==> config.mk <==
export PLATFORM = sky130hd
export DESIGN_NAME = imem_loader
export DESIGN_NICKNAME = d
export VERILOG_FILES = /design/src/rtl/imem_loader.sv
export SDC_FILE = /design/constraint.sdc
export NUM_CORES = 1
export LEC_CHECK = 0
export CAP_MARGIN = 20
export CORE_ASPECT_RATIO = 0.5
export CORE_UTILIZATION = 50
export CTS_CLUSTER_DIAMETER = 150
export DETAILED_ROUTE_END_ITERATION = 7
export PLACE_DENSITY = 0.74
export SETUP_SLACK_MARGIN = 0.02
export SLEW_MARGIN = 0
export SYNTH_ARGS = -nofsm -noshare
export SYNTH_HDL_FRONTEND = slang
export SYNTH_SLANG_ARGS = --single-unit
==> constraint.sdc <==
create_clock -name clk -period 2.4 [get_ports clk]
set_clock_uncertainty 0.2 [all_clocks]
set_input_delay 0.48 -clock clk [delete_from_list [all_inputs] [get_ports clk]]
set_output_delay 0.48 -clock clk [all_outputs]
set_load 0.01 [all_outputs]
==> src/rtl/imem_loader.sv <==
// rtl/imem_loader.sv - framed byte-stream loader for the writable instruction memory
module imem_loader #(
  parameter int ADDR_W = 5,
  parameter int DATA_W = 32,
  parameter int DEPTH  = 16
) (
  input  logic              clk,
  input  logic              reset,
  input  logic              Start,
  input  logic [7:0]        ByteIn,
  input  logic              ByteValid,
  output logic              ByteReady,
  output logic              WriteEnable,
  output logic [ADDR_W-1:0] WriteAddress,
  output logic [DATA_W-1:0] WriteData,
  output logic              CpuHold,
  output logic              Done,
  output logic              Error
);

  localparam logic [2:0] IDLE  = 3'd0;
  localparam logic [2:0] COUNT = 3'd1;
  localparam logic [2:0] DATA  = 3'd2;
  localparam logic [2:0] CHECK = 3'd3;
  localparam logic [2:0] DONE  = 3'd4;
  localparam logic [2:0] ERR   = 3'd5;

  logic [2:0]        state;
  logic [1:0]        lane;
  logic [ADDR_W-1:0] widx;
  logic [ADDR_W-1:0] last_idx;
  logic [7:0]        csum;
  logic [23:0]       partial;
  logic              loading;
  logic              xfer;
  logic              count_bad;

  assign loading   = (state == COUNT) || (state == DATA) || (state == CHECK);
  assign ByteReady = loading;
  assign CpuHold   = loading;
  assign Done      = (state == DONE);
  assign Error     = (state == ERR);
  assign xfer      = ByteValid && loading;
  assign count_bad = (ByteIn == 8'd0) || (int'(ByteIn) > DEPTH);

  // Lanes 0..2 collect in a side buffer so WriteData only changes on a write.
  always_ff @(posedge clk) begin
    if (reset) begin
      state        <= IDLE;
      lane         <= 2'd0;
      widx         <= '0;
      last_idx     <= '0;
      csum         <= 8'd0;
      partial      <= 24'd0;
      WriteEnable  <= 1'b0;
      WriteAddress <= '0;
      WriteData    <= '0;
    end else begin
      WriteEnable <= 1'b0;
      case (state)
        IDLE, DONE, ERR: begin
          if (Start) begin
            state <= COUNT;
            lane  <= 2'd0;
            widx  <= '0;
            csum  <= 8'd0;
          end
        end
        COUNT: begin
          if (xfer) begin
            if (count_bad) begin
              state <= ERR;
            end else begin
              last_idx <= ADDR_W'(ByteIn - 8'd1);
              state    <= DATA;
            end
          end
        end
        DATA: begin
          if (xfer) begin
            csum <= csum ^ ByteIn;
            lane <= lane + 2'd1;
            if (lane == 2'd3) begin
              WriteEnable  <= 1'b1;
              WriteAddress <= widx;
              WriteData    <= DATA_W'({ByteIn, partial});
              // Index stops at N-1 so it can never wrap past the frame.
              if (widx == last_idx) state <= CHECK;
              else widx <= widx + 1'b1;
            end else begin
              case (lane)
                2'd0:    partial[7:0]   <= ByteIn;
                2'd1:    partial[15:8]  <= ByteIn;
                default: partial[23:16] <= ByteIn;
              endcase
            end
          end
        end
        CHECK: begin
          if (xfer) state <= (ByteIn == csum) ? DONE : ERR;
        end
        default: state <= IDLE;
      endcase
    end
  end

endmodule
==> summary.txt <==
Timing
  • Final WS setup: 0.121 ns
  • Final Cycle Share: 0.950
  • Period minus WS final: 2.28 ns
  • RSZ-0062 raised after global routing: no
  • Final Hold Fails: 0
  • Final TNS setup: 0 ns
  • Measured slew at the worst slew-check pin: 0.642 ns
  • Fmax: 439 MHz
  • # setup viols final: 0
  • Worst slew margin: 0.572
  • Final Max Tran Viols: 0

Layout
  • Fin cells: 594
  • Final #Nets: 515
  • Antenna Cells: 0
  • Area occupied by multi-input gates: 0.00174 mm²
  • Filler instances: 572
  • Most common cell after layout, fill and taps aside: nand2_1
  • Most frequent cells in the layout: 95 x nand2_1, 83 x dfxtp_1, 52 x clkdlybuf4s50_1
  • Layout area overhead: 27.7%
  • Share of layout cells above drive strength 1: 0.118
  • Sequential cell area: 0.00171 mm²

CTS
  • Root buf cell: clkbuf_16
  • TritonCTS Buffers: 9
  • Max Buffers Root-to-Sink: 2
  • Clk sink count: 85
  • H-Tree Depth: 3
  • Worst-Skew Late Latency: 0.34 ns
  • # Post-CTS Setup Buffers: 0
  • Hold buffers post-CTS: 0
  • Clk pin slew, worst setup/hold paths: 0.06 ns
  • TritonCTS clock tree: built

Setup path
  • WP data required: 1.72 ns
  • Worst setup EP type: output port
  • Critical path's largest stage delay: 0.55 ns
  • Critical path class: register to output port
  • CP dominant cell by count: nor2_1
  • Worst path bufs/invs: 1
  • Crit-path max FO: 15
  • Crit-path cells: nor2_1, nor2_1, clkdlybuf4s50_1
  • Largest delay share family, worst path: buffers and inverters
  • CP arrival: 1.60 ns
  • Nature of the critical path startpoint: register
  • CP max-delay cell: clkdlybuf4s50_1

Placed design
  • Dpl ws: -0.0618 ns
  • DP HPWL: 5980 µm
  • Port buffer count: 53
  • GPL Wtd Cong: 0.909
  • Placed cells: 578

Yosys
  • Synthesis-stage register bit count: 85
  • Post-Syn Area: 0.00368 mm²
  • Post-Synthesis Mean Instance Area: 8.45 µm²
  • Syn Inst Count: 435
  • Syn nets: 453
  • Seq/Total Area, Yosys: 0.463
  • Synth Flop Type: dfxtp_1
  • Asr flop ratio synth: 0
  • Synth cell types: 49
  • Number of synthesized flops with an enable pin: 0
  • Area leader, netlist: dfxtp_1
  • Post-synth top area share: 0.463
  • Yosys warns: 0
  • Main area contributors after synthesis: dfxtp_1 46%, nand2_1 9.7%, mux2i_1 8.2%

Route
  • Vias: 3132
  • DRC viols: 0
  • Pre-antenna DRT Iters: 4
  • Routed WL per cell: 14.4 µm
  • Initial DRC count: 228
  • Mean number of vias per cell: 5.27
  • Final ANT Viol Nets: 0
  • Final wirelength: 8540 µm

Global route
  • GR peak layer: met2
  • Met3 usage: 0.0903
  • GR Util met2: 0.345
  • Global-route wire length before repair: 14300 µm
  • Pin count of the biggest net entering global routing: 40
  • All-layer global routing usage: 0.245
  • GRT met1 Usage: 0.340
  • Initial antenna violation count: 0
  • GRT overflow: 0
  • Vias in the first global route: 2933

Run status
  • Outcome: finished, final reports clean

Die
  • Die footprint: 0.00772 mm²
  • Total I/O pin count: 54
  • Chip height: 62.6 µm
  • Placement Rows: 21
  • Die Span X: 123 µm
  • Core area: 0.00688 mm²
  • Starting Density: 0.534

Power
  • Static Leak: 0.00183 µW
  • Total Power: 3070 µW
  • Pwr dens: 655 mW/mm²
  • Peak supply drop: 0.396 mV

Hold path
  • Worst Hold Class: register to register

Flow run
  • Max-Cap Viols: 0
tightest hold or removal path: stages, from the launching register on:
cell     delay [ns]
dfxtp_1        0.30
nand2_1        0.05
a21oi_1        0.05
flip-flops by register name, indices dropped and copies added, names as in the netlist:
signal and cells:
state 3, WriteAddress 5, partial 24, widx 5, csum 8, WriteEnable 1
lane 2, last_idx 5, WriteData 32
power by group:
group | leakage [µW] | internal [µW] | switching, µW
sequential | 0.000686 | 1420 | 12.1
combinational | 0.000994 | 92.6 | 125
clock | 0.000152 | 889 | 537
total | 0.00183 | 2400 | 675
metrics by stage:
stage          cell area, µm²  utilization  hold slack (ns)
2_1_floorplan            3680            -            0.231
3_3_place_gp             4380        0.636            0.241
3_5_place_dp             4380        0.636            0.246
4_1_cts                  4690        0.682            0.254
5_1_grt                  4700        0.682            0.275
6_report                 4700        0.682            0.252
repair_timing:
item	4_1_cts	5_1_grt
gates cloned	0	0
gates resized for setup	2	1
setup endpoints to repair	3	1
logic make-up (layout without fill, tap and decap cells):
group	count (synthesis)	in the layout	share of synthesized area
simple gates	184	184	0.230
xor+xnor	9	9	0.0214
fa+ha+maj	6	6	0.0204
compound gates	77	77	0.117
buf+inv	43	110	0.0633
flops	85	85	0.463
mux	31	31	0.0848
routing by layer:
metal,up-vias,wire (µm)
li1,1577,-
met5,-,0
met1,1453,4220
met2,87,3570
met3,15,600
met4,0,147
worst paths after layout:
check                          startpoint                           end  slack (ns)  cells after the start
max                 state[1]$_SDFFE_PP0P_                     ByteReady        0.12                      3
min          WriteAddress[1]$_SDFFE_PP0P_  WriteAddress[1]$_SDFFE_PP0P_        0.25                      2
max reg2reg         state[1]$_SDFFE_PP0P_          csum[2]$_SDFFE_PP0P_        0.53                      6
min reg2reg  WriteAddress[1]$_SDFFE_PP0P_  WriteAddress[1]$_SDFFE_PP0P_        0.25                      2
Yosys cell counts (2+ instances only):
library cell and number:
mux2i_1 30, or3_1 4, buf_6 5, o211ai_1 3, a21oi_1 51, a31oi_1 3
clkbuf_1 14, o21ai_0 2, xor2_1 4, o21ai_1 9, or4_1 2, buf_2 7
nand2_4 2, inv_1 10, nor3b_1 2, nor2_1 43, nor3_1 5, dfxtp_1 85
nor2b_1 9, nand2_1 95, xnor2_1 5, ha_1 6, nand2b_1 2, nand4_1 3
nand3_1 6, buf_4 5
final cells by class:
| type | instances | share of cell area |
|---|---|---|
| Timing Repair Buffer | 82 | 0.164 |
| Multi-Input combinational cell | 307 | 0.371 |
| Tap cell | 92 | 0.0245 |
| Inverter | 12 | 0.0109 |
| Clock buffer | 13 | 0.0576 |
| Sequential cell | 85 | 0.363 |
| Clock inverter | 3 | 0.00906 |
(Power assumes the default switching activity.)
